===== src/rtl/clock_key_ctrl.sv =====
// -----------------------------------------------------------------------------
// clock_key_ctrl
//   Front-panel controller for the clock counter's adjust interface. It
//   synchronises and debounces three raw active-low push-buttons, walks a mode
//   FSM RUN -> HOUR -> MIN -> SEC -> RUN on each MODE press, and emits
//   single-cycle UP/DWN pulses with auto-repeat while one adjust key is held.
//
// Ports
//   CLK       in   1  system clock (same clock as the clock counter)
//   RESET     in   1  asynchronous reset, active low
//   KEY_MODE  in   1  raw mode button, active low, asynchronous
//   KEY_UP    in   1  raw up button, active low, asynchronous
//   KEY_DWN   in   1  raw down button, active low, asynchronous
//   FLAG      out  2  adjust select: 00 run, 01 hour, 10 minute, 11 second
//   UP        out  1  one-cycle increment pulse
//   DWN       out  1  one-cycle decrement pulse
// -----------------------------------------------------------------------------
module clock_key_ctrl #(
  parameter int DEB_CYC = 2,
  parameter int REP_DLY = 50,
  parameter int REP_PER = 10,
  parameter int MODE_TO = 1000
) (
  input  logic       CLK,
  input  logic       RESET,
  input  logic       KEY_MODE,
  input  logic       KEY_UP,
  input  logic       KEY_DWN,
  output logic [1:0] FLAG,
  output logic       UP,
  output logic       DWN
);

  localparam int DEB_W  = $clog2(DEB_CYC + 1);
  localparam int REP_W  = $clog2(REP_DLY + 1);
  localparam int IDLE_W = (MODE_TO > 0) ? $clog2(MODE_TO + 1) : 1;

  // Counters compare against the value one below the target so the action
  // lands on the edge where the count would reach the parameter.
  localparam logic [DEB_W-1:0]  DEB_LAST   = DEB_W'(DEB_CYC - 1);
  localparam logic [REP_W-1:0]  REP_LAST   = REP_W'(REP_DLY - 1);
  // After a repeat pulse the counter restarts part-way so the next pulse
  // follows REP_PER cycles later instead of REP_DLY.
  localparam logic [REP_W-1:0]  REP_RELOAD = REP_W'(REP_DLY - REP_PER);
  localparam logic [IDLE_W-1:0] IDLE_MAX   = IDLE_W'(MODE_TO);
  localparam bit                TO_EN      = (MODE_TO > 0);

  localparam int K_MODE = 0;
  localparam int K_UP   = 1;
  localparam int K_DWN  = 2;

  typedef enum logic [1:0] {
    S_RUN  = 2'b00,
    S_HOUR = 2'b01,
    S_MIN  = 2'b10,
    S_SEC  = 2'b11
  } state_t;

  logic [2:0]        w_raw;
  logic [2:0]        r_sync1;
  logic [2:0]        r_sync2;
  logic [2:0]        r_stable;
  logic [2:0]        r_evt;
  logic [DEB_W-1:0]  r_deb [3];

  state_t            r_state;
  state_t            w_state_nxt;
  logic              w_adj;
  logic              w_chg;
  logic              w_timeout;
  logic [1:0]        w_held;      // bit 0 = up, bit 1 = down

  logic              r_up;
  logic              r_dwn;
  logic [REP_W-1:0]  r_rep;
  logic [1:0]        r_arm;
  logic [IDLE_W-1:0] r_idle;
  logic              w_up_nxt;
  logic              w_dwn_nxt;
  logic [REP_W-1:0]  w_rep_nxt;
  logic [1:0]        w_arm_nxt;
  logic [IDLE_W-1:0] w_idle_nxt;

  assign w_raw = {KEY_DWN, KEY_UP, KEY_MODE};

  // ---- stage: synchroniser and debounce ------------------------------------
  // A press event is registered on the same edge that the stable level falls,
  // so it is visible for exactly the following cycle.
  always_ff @(posedge CLK or negedge RESET) begin
    if (!RESET) begin
      r_sync1  <= '1;
      r_sync2  <= '1;
      r_stable <= '1;
      r_evt    <= '0;
      for (int k = 0; k < 3; k++) r_deb[k] <= '0;
    end else begin
      r_sync1 <= w_raw;
      r_sync2 <= r_sync1;
      for (int k = 0; k < 3; k++) begin
        r_evt[k] <= 1'b0;
        if (r_sync2[k] != r_stable[k]) begin
          if (r_deb[k] == DEB_LAST) begin
            r_stable[k] <= r_sync2[k];
            r_deb[k]    <= '0;
            r_evt[k]    <= ~r_sync2[k];
          end else begin
            r_deb[k] <= r_deb[k] + 1'b1;
          end
        end else begin
          r_deb[k] <= '0;
        end
      end
    end
  end

  // ---- stage: mode FSM -----------------------------------------------------
  assign w_adj     = (r_state != S_RUN);
  assign w_timeout = TO_EN && w_adj && (r_idle == IDLE_MAX);
  assign w_chg     = (w_state_nxt != r_state);
  assign w_held    = ~r_stable[K_DWN:K_UP];

  always_ff @(posedge CLK or negedge RESET) begin
    if (!RESET) r_state <= S_RUN;
    else        r_state <= w_state_nxt;
  end

  // Timeout takes priority over a MODE press landing on the same edge.
  always_comb begin
    w_state_nxt = r_state;
    if (w_timeout)           w_state_nxt = S_RUN;
    else if (r_evt[K_MODE])  w_state_nxt = state_t'(r_state + 2'd1);
  end

  // ---- stage: pulse, repeat and idle next-state ----------------------------
  // A key only auto-repeats after its own press event in the current adjust
  // state (r_arm), so a key held across a state change stays silent.
  always_comb begin
    w_up_nxt   = 1'b0;
    w_dwn_nxt  = 1'b0;
    w_rep_nxt  = '0;
    w_arm_nxt  = '0;
    w_idle_nxt = '0;
    if (w_adj && !w_chg) begin
      w_arm_nxt = r_arm | r_evt[K_DWN:K_UP];
      if (&w_held) begin
        w_rep_nxt = '0;
      end else if (r_evt[K_UP]) begin
        w_up_nxt = 1'b1;
      end else if (r_evt[K_DWN]) begin
        w_dwn_nxt = 1'b1;
      end else if (|(w_held & r_arm)) begin
        if (r_rep == REP_LAST) begin
          w_up_nxt  = w_held[0];
          w_dwn_nxt = w_held[1];
          w_rep_nxt = REP_RELOAD;
        end else begin
          w_rep_nxt = r_rep + 1'b1;
        end
      end
      if (!(|r_evt) && (&r_stable) && (r_idle != IDLE_MAX))
        w_idle_nxt = r_idle + 1'b1;
      else if (!(|r_evt) && (&r_stable))
        w_idle_nxt = r_idle;
    end
  end

  // ---- stage: output registers ---------------------------------------------
  always_ff @(posedge CLK or negedge RESET) begin
    if (!RESET) begin
      r_up   <= 1'b0;
      r_dwn  <= 1'b0;
      r_rep  <= '0;
      r_arm  <= '0;
      r_idle <= '0;
    end else begin
      r_up   <= w_up_nxt;
      r_dwn  <= w_dwn_nxt;
      r_rep  <= w_rep_nxt;
      r_arm  <= w_arm_nxt;
      r_idle <= w_idle_nxt;
    end
  end

  assign FLAG = r_state;
  assign UP   = r_up;
  assign DWN  = r_dwn;

endmodule

===== config.mk =====
export PLATFORM = sky130hd
export DESIGN_NAME = clock_key_ctrl
export DESIGN_NICKNAME = d
export VERILOG_FILES = /design/src/rtl/clock_key_ctrl.sv
export SDC_FILE = /design/constraint.sdc
export NUM_CORES = 1
export LEC_CHECK = 0
export ABC_AREA = 1
export CAP_MARGIN = 20
export CORE_UTILIZATION = 40
export CTS_CLUSTER_DIAMETER = 120
export DETAILED_ROUTE_END_ITERATION = 6
export GPL_TIMING_DRIVEN = 0
export PLACE_DENSITY = 0.55
export SETUP_SLACK_MARGIN = 0.1
export SLEW_MARGIN = 40
export SYNTH_ARGS = -nofsm -noshare
export SYNTH_HDL_FRONTEND = slang
export SYNTH_SLANG_ARGS = --single-unit

===== constraint.sdc =====
create_clock -name CLK -period 2.8 [get_ports CLK]
set_input_delay 0.56 -clock CLK [delete_from_list [all_inputs] [get_ports CLK]]
set_output_delay 0.56 -clock CLK [all_outputs]
set_load 0.02 [all_outputs]

Word level (Yosys, flattened, before mapping)
Cells that the tools add are included.

Memories: 0. Bits in latches: 0. Bits in read-only memories: 0. Bits in registers: 40. RAM bits: 0.

Magnitude comparators: 0. Mux-type cells: 36. Add/sub/neg operators: 6. Shift operators: 0. Bitwise logic cells: 6. $mul: 0. Eq/ne operators: 11. Divide/modulo/power cells: 0. Reduce and logical (&&, ||, !) cells: 14.

Operator list (count): 6-bit two-way mux (6); 10-bit two-way mux (3); 1-bit two-way mux (18); 2-bit two-way mux (9); 10-bit by 1-bit adder with 10-bit output (second input constant) (1); 10-bit equality test (second input constant) (1); 10-bit != test (second input constant) (1); 2-bit by 1-bit adder with 2-bit output (second input constant) (4); 2-bit AND reduction (4); 6-bit by 1-bit adder with 6-bit output (second input constant) (1); 2-bit by 1-bit equality test with 1-bit output (second input constant) (3); 6-bit equality test (second input constant) (1); 1-bit logical AND (4); 1-bit != test (3); 3-bit by 2-bit != test with 1-bit output (second input constant) (1); 1-bit NOT (3); 3-bit AND reduction (1); 3-bit OR reduction (1); 2-bit AND (1); 1-bit logical NOT (2); 2-bit != test (1); 2-bit NOT (1); 2-bit bitwise OR (1); 2-bit nonzero test (1); 2-bit OR reduction (1).

Depth between registers and ports, before layout
Gate-level depths: netlist of the first run.

Depth in word-level cells: 8. Gate-level depth with buffers: 11.

Worst setup path before layout of the first run
OpenSTA, ideal clock, no wires.

Kind: register -> register. From: register r_idle[0]. To: register r_rep[0]. Stages on the path, launching flop included: 12. Arrival time: 1445 ps. Buffers on the path: 1. Path slack: 1273 ps. Period minus slack after synthesis: 1527 ps. Cells stage by stage: dfrtp_1 -> inv_1 -> ha_1 -> nand2_1 -> nor2_2 -> inv_2 -> nor2_4 -> nor2_2 -> nor2_4 -> nand2_2 -> buf_6 -> nor3_2.

Cells in the longest elaborated chain, start to end: 7.

RTL lines: from (decl) (line 77) `logic [IDLE_W-1:0] r_idle;`; from (signal assigned) (line 180) `r_idle <= w_idle_nxt;`; 10-bit equality test (line 118) `assign w_timeout = TO_EN && w_adj && (r_idle == IDLE_MAX);`; 1-bit logical AND (line 118); 2-bit two-way mux (line 130) `if (w_timeout) w_state_nxt = S_RUN;`; 2-bit != test (line 119) `assign w_chg = (w_state_nxt != r_state);`; 1-bit logical NOT (line 143) `if (w_adj && !w_chg) begin`; 1-bit logical AND (line 143); 6-bit two-way mux (line 143); named net w_rep_nxt[0] (line 80) `logic [REP_W-1:0] w_rep_nxt;`; to (signal assigned) (line 178) `r_rep <= w_rep_nxt;`; to (decl) (line 75) `logic [REP_W-1:0] r_rep;`.

The timed path passes the listed nets, and every way through them passes these cells. A chain may end at the register's enable or synchronous reset.

Final worst setup path of the first run
From: register r_state[0] (netlist: FLAG[0]). To: output port FLAG[0].

RTL lines: from (decl) (line 66) `state_t r_state;`; from (signal assigned) (line 124) `else r_state <= w_state_nxt;`; to (decl) (line 29) `output logic [1:0] FLAG,`.

No word-level cell between the ends.

==> run metrics, run 1 <==
status=finished clean; post-synthesis adder-cell area fraction=3.145%; Max Freq=approximately 0.54 GHz; fin crit share=66.27%; crit path max-delay cell type=clkdlybuf4s50_1; gr usage total=15.35%; post-synthesis mux area share=0%; internal power=~0.0011 W; TritonCTS clock tree=built; share of cells above drive strength 1=20.85%; initial antenna violation count=0; Synth Cell Area=1989 sq um; Total Power=0.001715 W; post-route antenna net violation count=0; Num Clock Sinks=40; cts bufs inserted=5; FFs w/ async S/R, synth=100.0%; max-cap viol count=0; DR WL/cell=11.20 um; Area Growth Syn to Fin=12.83%; clk_lat worst skew=290 ps; Max VDD drop=0.4202 mV; full die area=5260 sq um; worst min path class=input port to asynchronous set/reset pin; Startpoint Class=flop; sequential share of power=44.9%; # port buffers=8; Yosys warnings=0; Post-layout nets=244; PD cells=roughly 760 nW/um^2; dpl cells=a little under 300; Mapped Nets=around 230; Max FO, Critical Path=4; fin. max-slew vios=0; Worst EP required=2240 ps; max incr delay on CP=620 ps; row cnt=25; first-pass GRT wire length=6.120 mm; min cycle time layout=1856 ps; Core ar.=4755 sq um; Gate Count Post-Synth=219; vias in the first global route=1,359; Clk network pwr share=between 20% and 30%; Synth Area in Simple Gates=between 20 and 30%; Post-synth top cells=nand2_1, dfrtp_1, inv_1; largest family of logic cells by synthesized area=simple AND/OR/NAND/NOR gates; vias per cell=4.685; Cell Area, Placed=between 2000 and 2500 sq um; post-synth top area cell=dfrtp_1; n_diodes=0; I/O pin cnt=9; cell area after layout=2245 sq um; EDFF count, synth=0; initial core utilization=41.84%; drt total wl=3.382 mm; CTS Root Cell=clkbuf_8; critical path's top delay family=buffers and inverters; DRC=0; chip width=72.53 um; Final HPWL DP=~2.4 mm; pin slew with the least headroom to its limit=492.1 ps; top cells by area, synth=dfrtp_1, dfstp_2, nand2_1; Die Ht=72.53 um; clk buf depth=2; Setup TNS Final=0 ps; power share of the combinational group=about a third; Compound-Gate Fraction of Synth Area=4.591%; drt pass-1 iters=4; post-CTS setup repair buffer count=0; Synth Area per Inst=9.084 sq um; Worst Setup End Kind=primary output; Worst-path clk slew=80 ps; via count=1,415; Yosys cell types=28; CTS Hold Bufs=0; final setup fails=0; Slew headroom=approximately 67%; Seq/Total Area, Yosys=about half; crit path cell chain=clkdlybuf4s50_1; leakage=0.9836 nW; H-tree depth=2; CP Class=flop to primary output; Sw Pwr=roughly 0.00063 W; Sw Share=36.66%; clk_skew=6.611 ps; Critical path buffers and inverters=1; 1st-iter DRT viols=73; largest net degree at the start of global routing=41; Post-synth top flop=dfrtp_1; placer's final routability congestion estimate=between 0.7 and 0.8; crit path DAT=1300 ps; Final Non-Filler Cells=302; grt ovf=0; XOR/XNOR Fraction of Synth Area=3.962%; RSZ-0062 raised after global routing=false; Fin. Hold Viols=0; Synth top area share=around 40%; post-CTS resize count=0; count leader, synth=nand2_1; post-synthesis register bit count=40
metal layers:
| layer | vias up | GRT usage [%] | wire [um] |
|---|---|---|---|
| met5 | - | 0 | 0 |
| met4 | 0 | 5.447 | 49 |
| met3 | 6 | 4.306 | 79 |
| met2 | 14 | 23.57 | 1580 |
| met1 | 663 | 20.83 | 1673 |
| li1 | 732 | - | - |
power groups by stage:
stage                     logic [W]  clock network (W)  registers [W]
final                      0.000550           0.000395       0.000770
after global routing       0.000626           0.000433       0.000786
after CTS                  0.000558           0.000413       0.000771
after detailed placement   0.000556                  0       0.000783
after global placement     0.000552                  0       0.000781
after floorplan            0.000394                  0       0.000784
sequential cells by signal (all words and copies together), names as in the netlist:
| register | flops |
|---|---|
| r_idle | 10 |
| r_deb | 6 |
| r_rep | 6 |
| r_evt | 3 |
| r_stable | 3 |
| r_sync1 | 3 |
| r_sync2 | 3 |
| FLAG | 2 |
| r_arm | 2 |
| DWN | 1 |
| UP | 1 |
worst paths after layout:
path	start	cells past startpoint	end	slack, ps
hold / removal	RESET	1	r_idle[1]	240
setup / recovery	FLAG[0]	1	FLAG[0]	940
hold reg to reg	r_sync1[0]	0	r_sync2[0]	360
max in group asynchronous	RESET	1	r_stable[1]	2210
min in group CLK	r_sync1[0]	0	r_sync2[0]	360
setup reg to reg	r_idle[0]	10	r_idle[9]	1040
area by class of cell:
| cell class | instances | area [sq um] |
|---|---|---|
| fill | 474 | 2510 |
| timing repair buffer | 8 | 77.57 |
| clock inverter | 1 | 7.507 |
| tap | 67 | 83.83 |
| inverter | 33 | 126.4 |
| buffer | 5 | 50.05 |
| sequential | 40 | 1012 |
| multi-input combinational | 141 | 800.8 |
| clock buffer | 7 | 86.33 |
cells by family (layout without fill, tap and decap cells):
logic type,count (synthesis),after routing
flip-flops,40,40
adder cells (fa/ha/maj),5,5
buffers and inverters,38,54
AO/OA/AOI/OAI,15,15
AND/OR/NAND/NOR,112,112
XOR/XNOR,9,9
stage by stage:
stage | util, % | setup WS, ps | hold WS (ps)
detailed placement | 45.24 | 1036 | 348.2
global placement | 45.29 | 121.0 | 346.0
CTS | 47.21 | 930.1 | 251.3
finish | 47.21 | 944.4 | 237.9
global route | 47.21 | 847.9 | 278.3
floorplan | - | 1273 | 264.4
placed cells by master (no fill, tap or decap):
cell,instances
clkinvlp_4,1
or2_2,1
inv_4,1
o22ai_1,1
dfrtp_1,31
nor3_2,5
xor2_1,3
clkbuf_8,6
buf_2,1
nand2_1,36
o21ai_0,6
nand4_1,12
nand3_2,3
clkbuf_1,1
dfstp_2,9
buf_4,1
a21oi_2,2
a31oi_1,4
clkdlybuf4s50_1,7
nor2_1,23
nand2_2,1
nor3_1,8
nor2_4,2
inv_1,28
xnor2_1,6
o21a_1,1
nand3_1,13
inv_2,4
and2_2,1
nor2_2,7
ha_1,5
a21oi_1,1
buf_6,4
Note: power is estimated with default switching activity, not from simulation.
==> inputs of run 2 (changes only) <==
==> constraint.sdc (replaced) <==
create_clock -name CLK -period 1.75 [get_ports CLK]
set_input_delay 0.35 -clock CLK [delete_from_list [all_inputs] [get_ports CLK]]
set_output_delay 0.35 -clock CLK [all_outputs]
set_load 0.02 [all_outputs]
==> run metrics, run 2 (synthesized netlist as in run 1, its figures left out) <==
status=finished clean; Max FO, Critical Path=5; Core ar.=4755 sq um; CTS Hold Bufs=0; Worst-path clk slew=approximately 80 ps; # port buffers=8; Cell Area, Placed=2151 sq um; initial antenna violation count=0; vias per cell=4.727; final setup fails=0; PD cells=around 1300 nW/um^2; Worst Setup EP=r_rep[0]; post-route antenna net violation count=0; leakage=1.083 nW; Max Freq=0.6041 GHz; Die Ht=72.53 um; Worst Setup End Kind=flop; vias in the first global route=between 1,000 and 1,500; pin slew with the least headroom to its limit=a little under 500 ps; via count=approximately 1,500; 1st-iter DRT viols=105; n_diodes=0; drt pass-1 iters=4; Final HPWL DP=approximately 2.4 mm; number of flip-flops in the largest register=10; share of cells above drive strength 1=27.46%; Biggest register=r_idle; Largest regs=r_idle x10, r_deb x6, r_rep x6; clk_lat worst skew=about 290 ps; min cycle time layout=1655 ps; crit path cell chain=inv_2 -> ha_4 -> nand2_4 -> nor2_4 -> inv_2 -> nor2_4 -> nor2_4 -> nor2_4 -> nand2_8 -> clkbuf_16 -> nor3_2; CTS Root Cell=clkbuf_8; grt ovf=0; initial core utilization=a little over two fifths; CP Class=flop to flop; Slew headroom=67.01%; drt total wl=3.700 mm; crit path max-delay cell type=dfrtp_2; Post-layout nets=253; Max VDD drop=around 0.68 mV; Setup TNS Final=0 ps; H-tree depth=2; Worst EP required=1960 ps; worst min path class=input port to asynchronous set/reset pin; full die area=approximately 5300 sq um; TritonCTS clock tree=built; fin. max-slew vios=0; cell area after layout=2435 sq um; cts bufs inserted=5; I/O pin cnt=9; first-pass GRT wire length=6.182 mm; chip width=72.53 um; clk_skew=6.331 ps; RSZ-0062 raised after global routing=true; max-cap viol count=0; r2r worst-path depth=11; placer's final routability congestion estimate=0.7825; max incr delay on CP=roughly 410 ps; Startpoint Class=flop; row cnt=25; commonest cells after routing, fill and taps aside=nand2_1, dfrtp_1, inv_1, nor2_1, nand3_1; Area Growth Syn to Fin=22.39%; Fin. Hold Viols=0; most common cell after layout, fill and taps aside=nand2_1; Critical Path Source=r_idle[0]; DR WL/cell=11.90 um; largest net degree at the start of global routing=41; gr usage total=15.50%; fin crit share=94.60%; reg-to-reg slack, setup=90 ps; FF-to-FF End=r_rep[0]; Crit path top cell by count=nor2_4; crit path DAT=approximately 1900 ps; Num Clock Sinks=40; fill count=451; r2r startpoint=r_idle[0]; DRC=0; clk buf depth=2
[run 2: critical path: cells and delay by family (launching register included)]
family / cells / cell delay, ps
adders and majority gates: 1 / 140
buffers and inverters: 3 / 310
DFF: 1 / 410
and+or+nand+nor: 7 / 710
[run 2: per-layer routing]
layer / up-vias / global-route usage, % / share of wire (%)
met5: - / 0 / 0
met4: 0 / 5.447 / 1.3
met3: 6 / 4.306 / 1.9
met2: 10 / 24.09 / 48
met1: 699 / 20.83 / 49
li1: 755 / - / -
[run 2: how the worst min path moves through the flow]
stage,endpoint,slack (ps)
2_1_floorplan,DWN,50
3_3_place_gp,r_sync2[0],350
3_5_place_dp,r_sync2[1],350
4_1_cts,r_evt[2],40
5_1_grt,r_deb[5],70
6_report,r_deb[0],30
[run 2: power by group]
| group | internal, W | switching, W |
|---|---|---|
| Sequential | 0.00110 | 0.000122 |
| Clock | 0.000320 | 0.000318 |
| Combinational | 0.000543 | 0.000729 |
[run 2: repair_timing]
| action | CTS | global route |
|---|---|---|
| endpoints found under the setup margin | 20 | 21 |
| pin swaps | 0 | 11 |
| setup buffers | 2 | 4 |
| cloned | 0 | 3 |
| gates resized for setup | 4 | 25 |
[run 2: metrics by stage]
stage / power, W / hold WS [ps] / util (%) / worst slack, ps / instances
floorplan: 0.001885 / 54.41 / - / 223.1 / 219
finish: 0.003132 / 25.83 / 51.21 / 94.55 / 311
detailed placement: 0.002141 / 348.2 / 45.24 / -14.35 / 294
global placement: 0.002133 / 346.0 / 45.29 / -719.0 / 294
global route: 0.003339 / 67.63 / 51.21 / 1.555 / 311
CTS: 0.002815 / 41.26 / 47.66 / 90.31 / 304
[run 2: layout make-up]
class                      count  area [sq um]  share of cell area (%)
tap                           67         83.83                   3.443
sequential                    40          1013                   41.62
multi-input combinational    141         884.6                   36.33
timing repair buffer          17         167.7                   6.886
inverter                      33         126.4                   5.190
clock inverter                 1         7.507                  0.3083
clock buffer                   7         86.33                   3.546
buffer                         5         65.06                   2.672
==> inputs of run 3 (changes only) <==
--- a/config.mk
+++ b/config.mk
@@ -10,9 +10,11 @@
 export CORE_UTILIZATION = 40
 export CTS_CLUSTER_DIAMETER = 120
 export DETAILED_ROUTE_END_ITERATION = 6
+export GPL_ROUTABILITY_DRIVEN = 0
 export GPL_TIMING_DRIVEN = 0
+export HOLD_SLACK_MARGIN = 0.03
 export PLACE_DENSITY = 0.55
-export SETUP_SLACK_MARGIN = 0.1
+export SETUP_SLACK_MARGIN = 0.2
 export SLEW_MARGIN = 40
 export SYNTH_ARGS = -nofsm -noshare
 export SYNTH_HDL_FRONTEND = slang
==> run metrics, run 3 (synthesized netlist as in run 1, its figures left out) <==
Worst-path clk slew=80 ps; worst min path class=input port to asynchronous set/reset pin; r2r startpoint=r_idle[1]; cell area after layout=2467 sq um; H-tree depth=2; TritonCTS clock tree=built; number of flip-flops in the largest register=10; dpl cells=294; Largest regs=r_idle x10, r_deb x6, r_rep x6; clk_lat worst skew=around 290 ps; top layer in use=met4; vias per cell=4.734; pin slew with the least headroom to its limit=500.7 ps; CP Class=flop to flop; most common cell after layout, fill and taps aside=nand2_1; met3 routed WL=118 um; drt pass-1 iters=4; crit path DAT=1830 ps; Final Non-Filler Cells=316; fin crit share=92.24%; Startpoint Class=flop; initial core utilization=41.84%; I/O pin cnt=9; clk buf depth=2; Worst EP required=roughly 2000 ps; max-cap viol count=0; Final HPWL DP=roughly 2.4 mm; post-route antenna net violation count=0; commonest cells after routing, fill and taps aside=nand2_1, dfrtp_1, inv_1, nor2_1; Max VDD drop=slightly below 0.7 mV; # port buffers=8; gr usage total=16.42%; first-pass GRT wire length=6.561 mm; Core ar.=4755 sq um; Slew headroom=approximately two thirds; 1st-iter DRT viols=119; Worst Setup End Kind=flop; drt total wl=3.784 mm; Post-layout nets=258; grt ovf=0; final setup fails=0; Biggest register=r_idle; Num Clock Sinks=40; Cell Area, Placed=~2200 sq um; min cycle time layout=1614 ps; DRC=0; Max FO, Critical Path=5; PD cells=1280 nW/um^2; CTS Root Cell=clkbuf_8; full die area=5260 sq um; clk_skew=10.07 ps; chip width=72.53 um; RSZ-0062 raised after global routing=true; DR WL/cell=11.97 um; fin. max-slew vios=0; largest net degree at the start of global routing=41; Area Growth Syn to Fin=24.03%; M1 wire length=1.822 mm; Fin. Hold Viols=0; n_diodes=0; Die Ht=72.53 um; via count=about 1,500; share of cells above drive strength 1=a little under a third; row cnt=25; vias in the first global route=about 1,400; leakage=1.103 nW; initial antenna violation count=0; Max Freq=0.6195 GHz; cts bufs inserted=5; met2 WL=1.794 mm; status=finished clean; Critical Path Source=r_idle[1]
## run 3: changes by cell type in the layout (fill, tap and decap cells not counted), sizes merged
cell	change
clkdlybuf4s50	-2
dlygate4sd2	+3
buf	+5
dlymetal6s2s	-1
## run 3: metrics by stage
stage	setup slack, ps	total power (W)	util (%)	setup TNS [ps]	hold slack, ps
2_1_floorplan	223.1	0.001885	-	0	54.41
3_3_place_gp	-719.0	0.002133	45.29	-25090	346.0
3_5_place_dp	-14.35	0.002141	45.24	-47.28	348.2
4_1_cts	122.5	0.002979	49.87	0	41.26
5_1_grt	39.90	0.003361	51.89	0	67.63
6_report	135.8	0.003159	51.89	0	25.66
## run 3: worst paths after layout
path                              endpoint  cells past startpoint  slack (ps)
max in group asynchronous        r_idle[0]                      1        1350
min in group CLK                r_sync2[0]                      0         360
worst max-delay path              r_rep[0]                     11         140
worst max register to register    r_rep[0]                     11         140
worst min-delay path             r_idle[1]                      1          30
worst min register to register  r_sync2[0]                      0         360
## run 3: area by class of cell
class | count | area [sq um]
fill | 449 | 2287
sequential | 40 | 1013
multi-input combinational | 141 | 882.1
timing repair buffer | 22 | 202.7
inverter | 33 | 126.4
clock buffer | 7 | 86.33
tap | 67 | 83.83
buffer | 5 | 65.06
clock inverter | 1 | 7.507
## run 3: where the power goes
| group | switching (W) | internal, W |
|---|---|---|
| combinational | 0.000738 | 0.000558 |
| sequential | 0.000120 | 0.00110 |
| clock | 0.000323 | 0.000320 |
| total | 0.00118 | 0.00198 |
## run 3: routing by layer
metal | up-vias | track usage [%]
met3 | 6 | 4.167
met2 | 19 | 24.82
li1 | 762 | -
met5 | - | 0
met1 | 709 | 22.62
met4 | 0 | 6.536
## run 3: timing repair
| item | CTS | global route |
|---|---|---|
| setup endpoints to repair | 24 | 20 |
| hold buffers | 0 | 0 |
| cloned | 2 | 1 |
| setup buffers | 7 | 4 |
| resized for setup | 24 | 12 |
| pin swaps | 14 | 10 |
## run 3: worst max-delay path, stage by stage (launching register included)
cell and delay [ps]:
dfrtp_1 370, inv_2 50, ha_4 150, nand2_4 60, nor2_4 40, buf_4 120
nand4_1 90, nand2_2 80, nor2_4 180, nand2_4 110, clkbuf_16 180, nor3_2 90
